===== src/rtl/memory_responder_pkg.sv =====
// Shared bus codes, FSM state encoding and the boot image written during reset.
package memory_responder_pkg;

  localparam logic MEM_READ  = 1'b0;
  localparam logic MEM_WRITE = 1'b1;

  localparam logic [3:0] OP_LOAD  = 4'h3;
  localparam logic [3:0] OP_ADD   = 4'h7;
  localparam logic [3:0] OP_STORE = 4'hB;

  typedef enum logic [1:0] {
    MEM_IDLE = 2'd0,
    MEM_RD   = 2'd1,
    MEM_WR   = 2'd2,
    MEM_LD   = 2'd3
  } mem_state_e;

  // Which registered source currently drives MBR_in.
  typedef enum logic [1:0] {
    SRC_ZERO = 2'd0,
    SRC_RAM  = 2'd1,
    SRC_ERR  = 2'd2
  } mbr_src_e;

  localparam logic [7:0]  PL_LOAD_ADDR  = 8'd20;
  localparam logic [7:0]  PL_ADD_ADDR   = 8'd21;
  localparam logic [7:0]  PL_STORE_ADDR = 8'd22;
  localparam logic [7:0]  PL_X_ADDR     = 8'h80;
  localparam logic [7:0]  PL_Y_ADDR     = 8'h81;
  localparam logic [15:0] PL_LOAD_INSN  = {OP_LOAD,  12'h180};
  localparam logic [15:0] PL_ADD_INSN   = {OP_ADD,   12'h181};
  localparam logic [15:0] PL_STORE_INSN = {OP_STORE, 12'h182};
  localparam logic [15:0] PL_X_VAL      = 16'd5;
  localparam logic [15:0] PL_Y_VAL      = 16'd7;

  function automatic int unsigned addr_width(input int unsigned depth);
    return (depth > 1) ? $clog2(depth) : 1;
  endfunction

endpackage


===== src/rtl/memory_responder_word_ram.sv =====
// DEPTH x 16 word array: one synchronous write port, registered read port, no reset.
// The boot image is written on every clock edge while init is high.
module memory_responder_word_ram
  import memory_responder_pkg::*;
#(
  parameter int unsigned DEPTH = 256,
  parameter int unsigned AW    = 8
) (
  input  logic          clk,
  input  logic          init,
  input  logic          we,
  input  logic [AW-1:0] waddr,
  input  logic [15:0]   wdata,
  input  logic          re,
  input  logic [AW-1:0] raddr,
  output logic [15:0]   rdata
);

  logic [15:0] mem [2**AW];

  always_ff @(posedge clk) begin
    if (init) begin
      if (32'(PL_LOAD_ADDR)  < DEPTH) mem[PL_LOAD_ADDR[AW-1:0]]  <= PL_LOAD_INSN;
      if (32'(PL_ADD_ADDR)   < DEPTH) mem[PL_ADD_ADDR[AW-1:0]]   <= PL_ADD_INSN;
      if (32'(PL_STORE_ADDR) < DEPTH) mem[PL_STORE_ADDR[AW-1:0]] <= PL_STORE_INSN;
      if (32'(PL_X_ADDR)     < DEPTH) mem[PL_X_ADDR[AW-1:0]]     <= PL_X_VAL;
      if (32'(PL_Y_ADDR)     < DEPTH) mem[PL_Y_ADDR[AW-1:0]]     <= PL_Y_VAL;
    end else if (we) begin
      mem[waddr] <= wdata;
    end
    if (re) rdata <= mem[raddr];
  end

endmodule


===== src/rtl/memory_responder.sv =====
// Zero-wait-state memory target for the CPU MAR/MBR bus, with a side loader port,
// saturating access counters and a sticky address-error flag.
module memory_responder
  import memory_responder_pkg::*;
#(
  parameter int unsigned DEPTH    = 256,
  parameter bit          PRELOAD  = 1'b1,
  parameter logic [15:0] ERR_WORD = 16'hDEAD
) (
  input  logic        clk,
  input  logic        rst_n,
  input  logic [7:0]  MAR,
  input  logic [15:0] MBR_out,
  output logic [15:0] MBR_in,
  input  logic        Mem_EN,
  input  logic        Mem_CS,
  input  logic        ld_valid,
  output logic        ld_ready,
  input  logic [7:0]  ld_addr,
  input  logic [15:0] ld_data,
  output logic [1:0]  mem_state,
  output logic [15:0] rd_count,
  output logic [15:0] wr_count,
  output logic        addr_err
);

  localparam int unsigned AW = addr_width(DEPTH);

  mem_state_e    state;
  mbr_src_e      mbr_src;
  logic          rd_req, wr_req, ld_req;
  logic          cpu_ok, ld_ok;
  logic          ram_init, ram_we, ram_re;
  logic [AW-1:0] ram_waddr;
  logic [15:0]   ram_wdata, ram_rdata;

  assign rd_req   = Mem_EN & (Mem_CS == MEM_READ);
  assign wr_req   = Mem_EN & (Mem_CS == MEM_WRITE);
  assign ld_req   = ~Mem_EN & ld_valid;
  assign ld_ready = ~Mem_EN;

  assign cpu_ok = 32'(MAR) < DEPTH;
  assign ld_ok  = 32'(ld_addr) < DEPTH;

  // Reset gates every array access so an in-flight write is dropped.
  assign ram_init  = PRELOAD & ~rst_n;
  assign ram_we    = rst_n & ((wr_req & cpu_ok) | (ld_req & ld_ok));
  assign ram_re    = rst_n & rd_req & cpu_ok;
  assign ram_waddr = Mem_EN ? MAR[AW-1:0] : ld_addr[AW-1:0];
  assign ram_wdata = Mem_EN ? MBR_out : ld_data;

  memory_responder_word_ram #(
    .DEPTH (DEPTH),
    .AW    (AW)
  ) u_ram (
    .clk   (clk),
    .init  (ram_init),
    .we    (ram_we),
    .waddr (ram_waddr),
    .wdata (ram_wdata),
    .re    (ram_re),
    .raddr (MAR[AW-1:0]),
    .rdata (ram_rdata)
  );

  always_ff @(posedge clk or negedge rst_n) begin
    if (!rst_n) begin
      state    <= MEM_IDLE;
      mbr_src  <= SRC_ZERO;
      rd_count <= '0;
      wr_count <= '0;
      addr_err <= 1'b0;
    end else if (rd_req) begin
      state   <= MEM_RD;
      mbr_src <= cpu_ok ? SRC_RAM : SRC_ERR;
      if (rd_count != '1) rd_count <= rd_count + 1'b1;
      if (!cpu_ok) addr_err <= 1'b1;
    end else if (wr_req) begin
      state <= MEM_WR;
      if (wr_count != '1) wr_count <= wr_count + 1'b1;
      if (!cpu_ok) addr_err <= 1'b1;
    end else if (ld_req) begin
      state <= MEM_LD;
      if (!ld_ok) addr_err <= 1'b1;
    end else begin
      state <= MEM_IDLE;
    end
  end

  // MBR_in is a select between registered sources: the RAM read register only
  // loads on in-range reads, so it holds across writes, loads and idle cycles.
  always_comb begin
    MBR_in = '0;
    unique case (mbr_src)
      SRC_RAM: MBR_in = ram_rdata;
      SRC_ERR: MBR_in = ERR_WORD;
      default: MBR_in = '0;
    endcase
  end

  assign mem_state = state;

endmodule


===== config.mk =====
export PLATFORM = sky130hd
export DESIGN_NAME = memory_responder
export DESIGN_NICKNAME = d
export VERILOG_FILES = /design/src/rtl/memory_responder_pkg.sv /design/src/rtl/memory_responder_word_ram.sv /design/src/rtl/memory_responder.sv
export SDC_FILE = /design/constraint.sdc
export NUM_CORES = 2
export LEC_CHECK = 0
export CORE_ASPECT_RATIO = 1.1
export CORE_MARGIN = 3
export CORE_UTILIZATION = 49
export CTS_CLUSTER_DIAMETER = 100
export DETAILED_ROUTE_END_ITERATION = 8
export PLACE_DENSITY = 0.73
export SYNTH_ARGS = -nofsm -noshare
export SYNTH_HDL_FRONTEND = slang
export SYNTH_HIERARCHICAL = 1
export SYNTH_SLANG_ARGS = --single-unit

===== constraint.sdc =====
create_clock -name clk -period 2.9 [get_ports clk]
set_input_delay 0.435 -clock clk [delete_from_list [all_inputs] [get_ports clk]]
set_output_delay 0.435 -clock clk [all_outputs]
set_load 0.1 [all_outputs]

; Word-level counts from Yosys, hierarchy flattened
; Memories as Yosys holds them, arrays and structs flattened. A register that Yosys moved wholly into a read port is not among the register bits.
; Cells that the tools add are included.
[totals]
register_bits = 35
mem_bits_rw = 4096
in_bits = 53
out_inout_bits = 52
word_cells = 34
n_memories = 1
[classes]
n_addsub = 2
n_eq_ne = 2
mux = 13
bitwise = 9
n_reduce_logical = 3
[memory_table]
columns = name, depth, word_bits, read_ports, rd_clocked_by_memory_dff, write_ports, line
row1 = u_ram.mem, 256, 16, 1, 1, 5, memory_responder_word_ram.sv:19  ; logic [15:0] mem [2**AW];
[op_table]
columns = cell, count
row1 = 2-to-1 mux 16 bit, 3
row2 = "adder 16 x 1 -> 16 bit, second input constant", 2
row3 = "!= test 16 bit, second input constant", 2
row4 = 2-to-1 mux 8 bit, 2
row5 = OR reduction 16 bit, 1
row6 = 2-to-1 mux 2 bit, 3
row7 = bitwise AND 1 bit, 5
row8 = 2-to-1 mux 1 bit, 5
row9 = NOT 1 bit, 3
row10 = AND reduction 3 bit, 1
row11 = AND reduction 2 bit, 1
row12 = OR 1 bit, 1

; Depth between registers and ports, before layout
[depth]
word_depth = 9
mapped_depth = 13
mapped_depth_nobuf = 7

; Cells and area by module
; The synthesis kept the hierarchy.
[modules_own_cells]
columns = mod, instances, cells_per_inst, area_per_inst_um2, seq_area_each_um2
row1 = memory_responder_word_ram, 1, 7314, 158871.1, 123478.4
row2 = memory_responder, 1, 207, 2118.3, 875.8

; Worst setup path before layout
; Ideal clock, no wire load.
[synth_path]
kind = input port to flip-flop
start = input port Mem_EN
end = memory u_ram.mem[219][0] (enable)
setup_time_ns = 0.388
t_arrival_ns = 3.653
required_time_ns = 2.512
setup_slack_ns = -1.141
path_stages = 10
path_buffers = 4
path_cell_list = buf_2 > buf_2 > inv_1 > nand2_1 > a21oi_1 > nor2b_1 > clkbuf_1 > buf_1 > nand4_1 > nor2_1
[synth_lines]
columns = element, line
row1 = from (decl), memory_responder.sv:15  ; input logic Mem_EN,
row2 = to (decl), memory_responder_word_ram.sv:19

==> results by group <==
STA
  – Min Tclk post-route: 2.91 ns
  – RSZ-0062 raised after global routing: no
  – Slew HR: 28.2%
  – Worst Skew: 0.0738 ns
  – Final TNS setup: -0.00655 ns
  – Setup ws final: -0.00655 ns
  – Final period utilization: 100%
  – Fmax: 0.344 GHz
  – # setup viols final: 1
  – Final hold slack: 0.0997 ns
  – Slew @ Worst Pin: 1.08 ns
  – Final hold vios: 0
  – Slew Viols, Final: 0

Power and ir drop
  – Pwr dens: 656 nW/um^2
  – Leakage: 62.6 nW
  – IR drop worst, VDD: 0.534 mV
  – Tot Pwr: 127 mW

Clocking
  – # clock sinks: 4147
  – Root Buffer: clkbuf_16
  – Setup bufs post-CTS: 0
  – CTS Buffer Depth: 4
  – Clk slew on worst S/H paths: 0.06 ns
  – CTS tree: done
  – CTS Buf Count: 398
  – Clock Latency Late Sink: 0.94 ns
  – H-tree levels: 5

Final layout
  – Fin cells: 13500
  – Layout cells sized above 1: 32.4%
  – Area Overhead vs Synth: 20.2%
  – Fin nets: 8854
  – Final cell area excluding filler cells: 193000 sq um
  – Final Util: 59.2%

Worst setup path
  – Crit Path Class: in2reg
  – Setup slack, reg-to-reg: 0.01 ns
  – Slowest CP cell: o311ai_4
  – Crit Reg-Reg Endpoint: u_ram/rdata[0]
  – Startpoint types: input port
  – Critical path required time: 3.59 ns
  – Crit path max fanout: 19
  – Max incr delay on CP: 0.69 ns
  – Setup crit end kind: flop
  – Worst endpoint data arrival time: 3.59 ns
  – Crit path depth: 10
  – CP Launch Point: MAR[0]
  – Worst setup path end: u_ram/rdata[4]
  – CP Cell Sequence: buf_16 -> buf_12 -> buf_6 -> buf_4 -> mux4_1 -> a22oi_1 -> o211ai_1 -> o311ai_4 -> buf_4 -> nor3_1
  – Worst Path Buf+Inv: 5
  – Cell depth of the worst flop-to-flop path: 8
  – FF-to-FF Start: u_ram/mem[25][0]
  – Cell family with most CP delay: compound AO/OA/AOI/OAI gates
  – Critical Path Most Common Cell: buf_4

Synth
  – Warnings from Yosys: 6
  – Cell with the most instances after synthesis: edfxtp_1
  – Synth area leader: edfxtp_1
  – Synth cell types: 69
  – Number of flops mapped to enable cells by yosys: 4112
  – Most common library cells after synthesis: 4112 x edfxtp_1, 797 x mux4_2, 494 x mux2i_1, 274 x nor2_1, 201 x o221ai_1
  – Syn_nets: 7576
  – Mapped cell area: 161000 sq um
  – FF+latch count, synth: 4147
  – Synth area leaders: edfxtp_1 77%, mux4_2 11%, mux2i_1 3.1%
  – Synth Flop Type: edfxtp_1
  – Gate Count Post-Synth: 7521
  – Post-synth top area share: 76.7%
  – Syn avg cell area: 21.4 sq um
  – Seq/Total Area, Yosys: 77.2%
  – Post-synth ARST share: 0.844%

GRT
  – GRT Util Overall: 26.0%
  – First-pass GRT wire length: 630000 um
  – GR Overflow Total: 0
  – Antenna violations before repair: 19
  – Vias in the first global route: 86600
  – Largest net degree at the start of global routing: 114

Drt
  – Total wire length: 439000 um
  – Met2 WL: 214000 um
  – DRT antenna net count: 0
  – WL/cell: 32.6 um
  – DRC: 0
  – M1 WL: 153000 um
  – First-pass detailed-route iteration total: 6
  – Highest metal used: met5
  – Met3 wire length: 46700 um
  – Vias: 85800
  – DR iter-0 viols: 12200
  – DR vias/cell: 6.38

Floorplan
  – # IOs: 105
  – Core Area: 327000 sq um
  – Num rows: 220
  – Die Y: 607 um
  – Die Area: 335000 sq um
  – Initial core utilization: 49.3%
  – Die Wd: 553 um

Placed design
  – DP Cell Count: 12700
  – Pre-CTS setup slack: -1.92 ns
  – Dpl cell area: 180000 sq um
  – I/O Buffers: 103
  – GPL Wtd Cong: 0.909
  – HPWL after DPL: 278000 um

Flow run
  – Max Cap Viol: 0

Outcome
  – Failing checks: negative setup slack
  – Status: complete, but fails checks

Hold path
  – Hold crit path type: in2async
-- worst min-delay path: stages --
cell and delay (ns):
dlygate4sd3_1 0.51, buf_2 0.11, buf_4 0.40
-- registers in the layout, summed over array words and instances (netlist names) --
register,flops
wr_count,16
u_ram/rdata,16
u_ram/mem,4096
rd_count,16
mem_state,2
mbr_src,1
-- layout make-up --
type,count,area (sq um)
flip-flops and latches,4147,124000
well taps,4329,5420
multi-input cells,2905,35300
diodes,15,37.5
fillers,22000,133000
clock buffers,471,10300
repair buffers,1338,15500
inverters,9,42.5
clock inverters,248,2510
-- where the power goes --
group | total (mW) | switching, mW | internal (mW)
logic | 8.70 | 5.62 | 3.09
clock network | 51.4 | 22.1 | 29.3
registers | 66.7 | 0.183 | 66.5
-- worst min path at each step --
stage               startpoint            to  slack, ns  depth (start not counted)
floorplan                rst_n    mbr_src[0]       0.14                          0
global placement         rst_n  mem_state[0]       0.51                          2
detailed placement       rst_n    mbr_src[0]       0.52                          2
CTS                      rst_n    mbr_src[0]       0.06                          3
global route             rst_n  mem_state[1]       0.11                          3
finish                   rst_n   rd_count[0]        0.1                          3
-- cells by family (layout without fill, tap and decap cells) --
kind of cell	Yosys count	after routing	synth area share (%)
simple gates	682	682	2.15
mux	1333	1333	14.7
xor+xnor	24	24	0.131
other cells	1	16	0.00233
compound gates	863	863	3.85
buf+inv	469	2066	1.94
flops	4147	4147	77.2
fa+ha+maj	2	2	0.0155
-- repair_timing --
action                                  4_1_cts  5_1_grt
cloned                                        0        0
resized for setup                            13        7
endpoints found under the hold margin        36        0
endpoints found under the setup margin        7        5
pin swaps                                     2        2
hold buffers                                  2        0
-- cells in the final DEF, fill, tap and decap left out, types with 81 or more instances in the layout --
cell	instances
clkinv_1	84
o221ai_1	201
mux4_2	797
a22oi_1	169
buf_12	424
buf_4	861
edfxtp_1	4112
o22ai_1	122
nor2_4	162
a21oi_1	169
mux2i_1	494
clkbuf_16	401
and2_1	81
-- metal layers --
layer	global-route usage, %	vias up
li1	-	34500
met1	33.5	44900
met2	42.4	5525
met3	5.36	964
met4	13.0	4
met5	0	-
(Power assumes the default switching activity.)
